===== src/rtl/fir_sched_pkg.sv =====
// Shared types, default sizing and width helper for the FIR channel scheduler.
package fir_sched_pkg;

  typedef enum logic [1:0] {
    ST_IDLE  = 2'd0,
    ST_FEED  = 2'd1,
    ST_DRAIN = 2'd2
  } state_e;

  // clog2 that never returns zero, so a 1-channel or 2-channel select still has a bit
  function automatic int unsigned width_min1(input int unsigned n);
    int unsigned w;
    w = $clog2(n);
    return (w < 1) ? 1 : w;
  endfunction

  localparam int unsigned DEF_NUM_CH    = 2;
  localparam int unsigned DEF_BURST     = 16;
  localparam int unsigned DEF_DECIM     = 8;
  localparam int unsigned OUT_PER_BURST = DEF_BURST / DEF_DECIM;
  localparam int unsigned CH_W          = width_min1(DEF_NUM_CH);

endpackage


===== src/rtl/fir_ch_scheduler_rr_pick.sv =====
// Combinational round-robin finder: first asserted request at or after start, wrapping.
module rr_pick
  import fir_sched_pkg::*;
#(
  parameter int unsigned N = 2,
  localparam int unsigned W = width_min1(N)
) (
  input  logic [N-1:0] req_i,
  input  logic [W-1:0] start_i,
  output logic         hit_o,
  output logic [W-1:0] idx_o
);

  int unsigned j;

  always_comb begin
    hit_o = 1'b0;
    idx_o = '0;
    j     = 0;
    for (int unsigned i = 0; i < N; i++) begin
      j = (32'(start_i) + i) % N;
      if (!hit_o && req_i[W'(j)]) begin
        hit_o = 1'b1;
        idx_o = W'(j);
      end
    end
  end

endmodule


===== src/rtl/fir_ch_scheduler.sv =====
// Round-robin time-sharing of one multi-context FIR engine between NUM_CH FIFO streams.
module fir_ch_scheduler
  import fir_sched_pkg::*;
#(
  parameter int unsigned NUM_CH     = DEF_NUM_CH,
  parameter int unsigned DATA_WIDTH = 32,
  parameter int unsigned BURST      = DEF_BURST,
  parameter int unsigned DECIM      = DEF_DECIM,
  localparam int unsigned SEL_W     = width_min1(NUM_CH)
) (
  input  logic                         clock,
  input  logic                         reset,
  input  logic [NUM_CH*DATA_WIDTH-1:0] ch_in_dout,
  input  logic [NUM_CH-1:0]            ch_in_empty,
  output logic [NUM_CH-1:0]            ch_in_rd_en,
  output logic [DATA_WIDTH-1:0]        ch_out_din,
  output logic [NUM_CH-1:0]            ch_out_wr_en,
  input  logic [NUM_CH-1:0]            ch_out_full,
  output logic [DATA_WIDTH-1:0]        fir_in_dout,
  output logic                         fir_in_empty,
  input  logic                         fir_in_rd_en,
  input  logic [DATA_WIDTH-1:0]        fir_out_din,
  input  logic                         fir_out_wr_en,
  output logic                         fir_out_full,
  output logic [SEL_W-1:0]             fir_ch_sel,
  output logic                         busy,
  output logic                         err
);

  localparam int unsigned OUT_N = BURST / DECIM;
  localparam int unsigned IN_W  = width_min1(BURST + 1);
  localparam int unsigned OUT_W = width_min1(OUT_N + 1);

  state_e            state_q, state_d;
  logic [SEL_W-1:0]  rr_ptr_q, rr_ptr_d;
  logic [SEL_W-1:0]  grant_q, grant_d;
  logic [IN_W-1:0]   in_cnt_q, in_cnt_d;
  logic [OUT_W-1:0]  out_cnt_q, out_cnt_d;
  logic              err_q, err_d;
  logic              busy_q, busy_d;

  logic                  pick_hit;
  logic [SEL_W-1:0]      pick_idx;
  logic [DATA_WIDTH-1:0] sel_dout;
  logic                  sel_empty;
  logic                  sel_full;

  rr_pick #(.N(NUM_CH)) u_rr_pick (
    .req_i   (~ch_in_empty),
    .start_i (rr_ptr_q),
    .hit_o   (pick_hit),
    .idx_o   (pick_idx)
  );

  // Per-channel views of the currently granted channel
  always_comb begin
    sel_dout  = '0;
    sel_empty = 1'b1;
    sel_full  = 1'b1;
    for (int unsigned k = 0; k < NUM_CH; k++) begin
      if (grant_q == SEL_W'(k)) begin
        sel_dout  = ch_in_dout[k*DATA_WIDTH +: DATA_WIDTH];
        sel_empty = ch_in_empty[k];
        sel_full  = ch_out_full[k];
      end
    end
  end

  always_comb begin
    state_d      = state_q;
    rr_ptr_d     = rr_ptr_q;
    grant_d      = grant_q;
    in_cnt_d     = in_cnt_q;
    out_cnt_d    = out_cnt_q;
    err_d        = err_q;
    ch_in_rd_en  = '0;
    ch_out_wr_en = '0;
    fir_in_empty = 1'b1;
    fir_out_full = 1'b1;
    fir_in_dout  = '0;
    ch_out_din   = fir_out_din;

    case (state_q)
      ST_IDLE: begin
        if (fir_out_wr_en) err_d = 1'b1;
        if (pick_hit) begin
          grant_d   = pick_idx;
          in_cnt_d  = '0;
          out_cnt_d = '0;
          state_d   = ST_FEED;
        end
      end

      ST_FEED, ST_DRAIN: begin
        fir_out_full = sel_full;
        // A write past the burst's output quota is a protocol error and is dropped
        if (fir_out_wr_en) begin
          if (out_cnt_q == OUT_W'(OUT_N)) begin
            err_d = 1'b1;
          end else if (!sel_full) begin
            ch_out_wr_en[grant_q] = 1'b1;
            out_cnt_d             = out_cnt_q + OUT_W'(1);
          end
        end
        if (state_q == ST_FEED) begin
          fir_in_dout  = sel_dout;
          fir_in_empty = sel_empty | (in_cnt_q == IN_W'(BURST));
          if (fir_in_rd_en && !fir_in_empty) begin
            ch_in_rd_en[grant_q] = 1'b1;
            in_cnt_d             = in_cnt_q + IN_W'(1);
          end
          if (in_cnt_d == IN_W'(BURST)) state_d = ST_DRAIN;
        end
        if (in_cnt_d == IN_W'(BURST) && out_cnt_d == OUT_W'(OUT_N)) begin
          state_d  = ST_IDLE;
          rr_ptr_d = (grant_q == SEL_W'(NUM_CH - 1)) ? '0 : grant_q + SEL_W'(1);
        end
      end

      default: state_d = ST_IDLE;
    endcase

    busy_d = (state_d != ST_IDLE);
  end

  always_ff @(posedge clock) begin
    if (reset) begin
      state_q   <= ST_IDLE;
      rr_ptr_q  <= '0;
      grant_q   <= '0;
      in_cnt_q  <= '0;
      out_cnt_q <= '0;
      err_q     <= 1'b0;
      busy_q    <= 1'b0;
    end else begin
      state_q   <= state_d;
      rr_ptr_q  <= rr_ptr_d;
      grant_q   <= grant_d;
      in_cnt_q  <= in_cnt_d;
      out_cnt_q <= out_cnt_d;
      err_q     <= err_d;
      busy_q    <= busy_d;
    end
  end

  assign fir_ch_sel = grant_q;
  assign busy       = busy_q;
  assign err        = err_q;

endmodule


===== config.mk =====
export PLATFORM = sky130hd
export DESIGN_NAME = fir_ch_scheduler
export DESIGN_NICKNAME = d
export VERILOG_FILES = /design/src/rtl/fir_sched_pkg.sv /design/src/rtl/fir_ch_scheduler_rr_pick.sv /design/src/rtl/fir_ch_scheduler.sv
export SDC_FILE = /design/constraint.sdc
export NUM_CORES = 1
export LEC_CHECK = 0
export CAP_MARGIN = 25
export CORE_UTILIZATION = 30
export DETAILED_ROUTE_END_ITERATION = 16
export PLACE_DENSITY = 0.82
export SLEW_MARGIN = 20
export SYNTH_ARGS = -nofsm -noshare
export SYNTH_HDL_FRONTEND = slang
export SYNTH_HIERARCHICAL = 1
export SYNTH_SLANG_ARGS = --single-unit

===== constraint.sdc =====
create_clock -name clock -period 3.19 [get_ports clock]
set_input_delay 0.638 -clock clock [delete_from_list [all_inputs] [get_ports clock]]
set_output_delay 0.638 -clock clock [all_outputs]
set_load 0.03 [all_outputs]

# Word level (Yosys, flattened, before mapping)
# Index checks and enable logic that the tools add are counted.
[word_totals] reg_bits=13
[op_classes] n_reduce_logical=14 n_eq_ne=11 order_cmp=4 add_sub_neg=4 muxes=48 bitwise_logic=2
[op_table] operator="$mux W32" count=3
[op_table] operator="$mux W2" count=16
[op_table] operator="$mux W5" count=6
[op_table] operator="$mux W1" count=18
[op_table] operator="$eq A5 B5 Y1 const B" count=3
[op_table] operator="$pmux W5 S2" count=1
[op_table] operator="$ne A2 B2 Y1 const B" count=4
[op_table] operator="$pmux W2 S2" count=2
[op_table] operator="$eq A2 B2 Y1 const B" count=3
[op_table] operator="$lt A1 B2 Y1 const B" count=3
[op_table] operator="$reduce_and A2 Y1" count=3
[op_table] operator="$add A5 B1 Y5 const B" count=1
[op_table] operator="$logic_and A1 B1 Y1" count=4
[op_table] operator="$reduce_and A4 Y1" count=1
[op_table] operator="$reduce_bool A2 Y1" count=2
[op_table] operator="$add A1 B1 Y1 const B" count=2
[op_table] operator="$add A2 B1 Y2 const B" count=1
[op_table] operator="$eq A2 B1 Y1 const B" count=1
[op_table] operator="$logic_not A1 Y1" count=2
[op_table] operator="$logic_not A2 Y1" count=1
[op_table] operator="$not A2 Y2" count=1
[op_table] operator="$pmux W1 S2" count=1
[op_table] operator="$reduce_or A2 Y1" count=1
[op_table] operator="$demux W1 S1" count=1
[op_table] operator="2 further kinds" count=2

# Longest topological paths before layout
[logic_depth] word_depth=14 ltp_mapped=9 depth_no_buf=8

# Hierarchy
# Netlist, hierarchy kept.
[modules_own_cells] mod="fir_ch_scheduler" n_inst=1 area_per_inst_um2=1771.7 cells_per_inst=237
[modules_own_cells] mod="rr_pick" n_inst=1 area_per_inst_um2=17.5 cells_per_inst=3

# Worst setup path after synthesis
# OpenSTA, ideal clock, no wires.
[synth_path] path_type="reg-to-output" from="register state_q[0]" to="output ch_in_rd_en[0]" path_buffers=1 t_arrival_ns=2.182 path_slack_ns=0.370 stages_incl_launch_ff=6 path_cell_list="dfxtp_1 > inv_1 > ha_1 > buf_1 > nand2_1 > nor4_1"
[synth_via] elab_chain_len=3 word_cells_on_any_way=5 classes_between="eq/ne: 2; mux: 2; reduce/logical: 1"
[synth_lines] element="start: declaration" line_no="fir_ch_scheduler.sv:34" text="state_e state_q, state_d;"
[synth_lines] element="start signal: assignment" line_no="fir_ch_scheduler.sv:136" text="state_q <= state_d;"
[synth_lines] element="$eq A2 B1 Y1 / $eq A2 B2 Y1 (equally long branches)" line_no="fir_ch_scheduler.sv:83, fir_ch_scheduler.sv:105"
[synth_lines] element="$mux W2 / $reduce_or A2 Y1 (equally long branches)" line_no="fir_ch_scheduler.sv:105, fir_ch_scheduler.sv:83"
[synth_lines] element="$mux W2 (*)" line_no="fir_ch_scheduler.sv:83" text="case (state_q)"
[synth_lines] element="end: declaration" line_no="fir_ch_scheduler.sv:15" text="output logic [NUM_CH-1:0] ch_in_rd_en,"
# Every way passes the cells marked *; elsewhere a longest branch is shown, timed or not.

# Worst setup path in the final report
[layout_path] from="register state_q[1]" to="output fir_in_dout[20]"
[layout_via] elab_chain_len=3 word_cells_on_any_way=5 classes_between="eq/ne: 2; mux: 2; reduce/logical: 1"
[layout_lines] element="$eq A2 B1 Y1 / $eq A2 B2 Y1 (equally long branches)" line_no="fir_ch_scheduler.sv:83, fir_ch_scheduler.sv:105"
[layout_lines] element="$mux W32 / $reduce_or A2 Y1 (equally long branches)" line_no="fir_ch_scheduler.sv:105, fir_ch_scheduler.sv:83"
[layout_lines] element="$mux W32 (*)" line_no="fir_ch_scheduler.sv:83"
[layout_lines] element="end: declaration" line_no="fir_ch_scheduler.sv:19" text="output logic [DATA_WIDTH-1:0] fir_in_dout,"
# Marks and branches as above.

==> results.json <==
{
  "status": "complete, no violations",
  "leakagePower_nw": 0.945,
  "synthFlopType": "dfxtp_1",
  "cts_tree": "built",
  "postCtsSetupBuffers": 0,
  "hp-class": "register to register",
  "ant_nets": 0,
  "grt_pass1_wl_um": 8530,
  "synth_commonest_cells": "nor2_1 (48), mux2i_1 (34), buf_4 (33)",
  "p_per_area_nw_per_um2": 240,
  "n_fill_cell": 530,
  "antenna_found_initial": 0,
  "cap_violations": 0,
  "postSynthCellCount": 240,
  "tns_ns": 0,
  "avgRoutedWirePerCell_um": 14.7,
  "worst-slew-pin-transition_ns": 0.614,
  "nNetsFinal": 423,
  "ctsResizeCount": 0,
  "grt-ovfl-total": 0,
  "max_freq_mhz": 346,
  "grt_max_degree": 38,
  "top_layer_used": "met4",
  "ys_ff_latch": 13,
  "h-tree-depth": 1,
  "clock-sinks": 13,
  "max_slew_margin_pct": 59.0,
  "end_kind": "output pin",
  "rows": 27,
  "ctsHoldBuffers": 0,
  "hpwl_um": 4590,
  "setup-violations-final": 0,
  "drv_slew": 0,
  "synth_edf_count": 0,
  "grt_pass1_vias": 1857,
  "vias_per_cell": 5.04,
  "grt_usage_pct": 16.7,
  "utilization_pct": 49.1,
  "synth_top_area_share_pct": 19.0,
  "worstSetupPathType": "register to output pin",
  "via_count": 1937,
  "hold_ws_ns": 0.481,
  "synth_most_common_cell": "nor2_1",
  "wirelength_um": 5660,
  "coreArea_um2": 5640,
  "die_h_um": 79.2,
  "io_pins": 177,
  "drt-pass1-iter-count": 4,
  "rsz0062_at_grt": "no",
  "ff2ff_setup_slack_ns": 0.82,
  "hold_violations": 0,
  "cts_root_buffer": "clkbuf_8",
  "ff2ff_path_depth": 8,
  "die_area_um2": 6280,
  "synthesis.nets": 350,
  "cp.required_ns": 2.55,
  "drive_gt1_share_pct": 5.77,
  "antennaDiodeCount": 0,
  "yosysSeqAreaShare_pct": 14.5,
  "hp-start": "err",
  "post-route-period-util_pct": 90.5,
  "synth.area.top_cells": "mux2i_1 (19%), dfxtp_1 (15%), buf_4 (14%)",
  "r2r_end": "busy",
  "syn_to_final_growth_pct": 54.9,
  "yosysTopAreaCell": "mux2i_1",
  "wl_met1_um": 2180,
  "port_buffers": 112,
  "fp.dieW_um": 79.2,
  "globalplace.congestion": 0.805,
  "cp_data_arrival_time_ns": 2.25,
  "syn_area_um2": 1790,
  "pre_cts_slack_ns": 0.329,
  "met3_length_um": 474,
  "cts_buffers": 3,
  "path_clk_slew_ns": 0.06,
  "whs_path_depth": 2,
  "dr_wl_met2_um": 2940,
  "avgSynthCellArea_um2": 7.46,
  "ys_types": 49,
  "worst_r2r_startpoint": "in_cnt_q[0]",
  "ir_drop_uv": 201,
  "cts_buffer_depth": 2,
  "worstSkewPairLatency_ns": 0.24,
  "yosysWarnings": 6,
  "initial_utilization_pct": 31.7,
  "drc": 0,
  "hold_end": "err",
  "fin_ws_ns": 0.303,
  "startpoint_type": "register",
  "period_needed_ns": 2.89,
  "drt_iter0_drc": 46,
  "synth-async-reset-ratio_pct": 0,
  "crit_fanout": 34,
  "skew_ns": 0.00284
}
cell usage in the layout (no fill, tap or decap), drive strengths merged, types with 2 or more instances in the layout:
| cell type | n |
|---|---|
| a21oi | 8 |
| mux2i | 36 |
| nor2 | 48 |
| buf | 6 |
| clkbuf | 4 |
| or2 | 2 |
| nand3 | 5 |
| o21ai | 4 |
| nand2 | 13 |
| nor4 | 3 |
| clkdlybuf4s50 | 109 |
| ha | 6 |
| or3 | 2 |
| dfxtp | 13 |
| a2111oi | 2 |
| and2 | 2 |
| nor3 | 3 |
| nand2b | 2 |
| o221ai | 2 |
| mux2 | 4 |
| xnor2 | 2 |
| nand4 | 3 |
| nor2b | 2 |
| a22oi | 5 |
| inv | 10 |
worst max-delay path: stages, from the launching register on:
cell	delay, ns
dfxtp_1	0.34
inv_1	0.11
ha_1	0.35
nand2_1	0.10
buf_4	0.26
nor2_1	0.15
clkdlybuf4s50_1	0.69
routing by layer:
layer  up-vias  GRT usage (%)
li1        946              -
met1       881           18.9
met2        94           31.1
met3        16           4.02
met4         0           4.18
met5         -              0
power by group:
part           internal [mW]  total (mW)  switching [mW]  leakage [nW]
clock network         0.0882       0.147          0.0591        0.0228
logic                  0.177       0.342           0.165         0.816
registers              0.170       0.176         0.00666         0.106
sequential cells by signal (all words and copies together) (netlist names):
signal / flops
in_cnt_q: 5
err: 1
busy: 1
rr_ptr_q: 1
state_q: 2
fir_ch_sel: 1
out_cnt_q: 2
per-stage QoR:
step / power [mW] / std cells / cell area [µm²]
detailed placement: 0.520 / 380 / 2730
global route: 0.698 / 384 / 2770
CTS: 0.667 / 384 / 2770
global placement: 0.513 / 380 / 2730
finish: 0.666 / 384 / 2770
floorplan: 0.426 / 240 / 1790
final cells by class:
type                       instances  area [µm²]  area share, %
clock buffer                       4        45.0           1.63
inverter                          10        37.5           1.35
timing repair buffer             115        1150           41.4
multi-input combinational        170        1190           42.9
sequential                        13         262           9.44
tap                               72        90.1           3.25
cell families (layout without fill, tap and decap cells):
group / Yosys count / after routing / share of synthesized area (%)
and+or+nand+nor: 91 / 91 / 25.4
xor gates and xnor gates: 3 / 3 / 1.47
AOI/OAI and AO/OA: 30 / 30 / 11.8
muxes: 40 / 40 / 23.6
DFF: 13 / 13 / 14.5
adders and majority gates: 6 / 6 / 4.20
buffers and inverters: 57 / 129 / 19.0
worst max-delay path by stage:
stage	endpoint	startpoint	cells after the start	slack [ns]
3_3_place_gp	ch_out_wr_en[1]	fir_out_wr_en	5	0.34
3_5_place_dp	ch_out_wr_en[1]	fir_out_wr_en	5	0.33
2_1_floorplan	ch_in_rd_en[0]	state_q[0]	5	0.37
4_1_cts	fir_in_dout[20]	state_q[1]	6	0.31
5_1_grt	ch_out_wr_en[1]	fir_out_wr_en	5	0.20
6_report	fir_in_dout[20]	state_q[1]	6	0.30
Note: power is estimated with default switching activity, not from simulation.
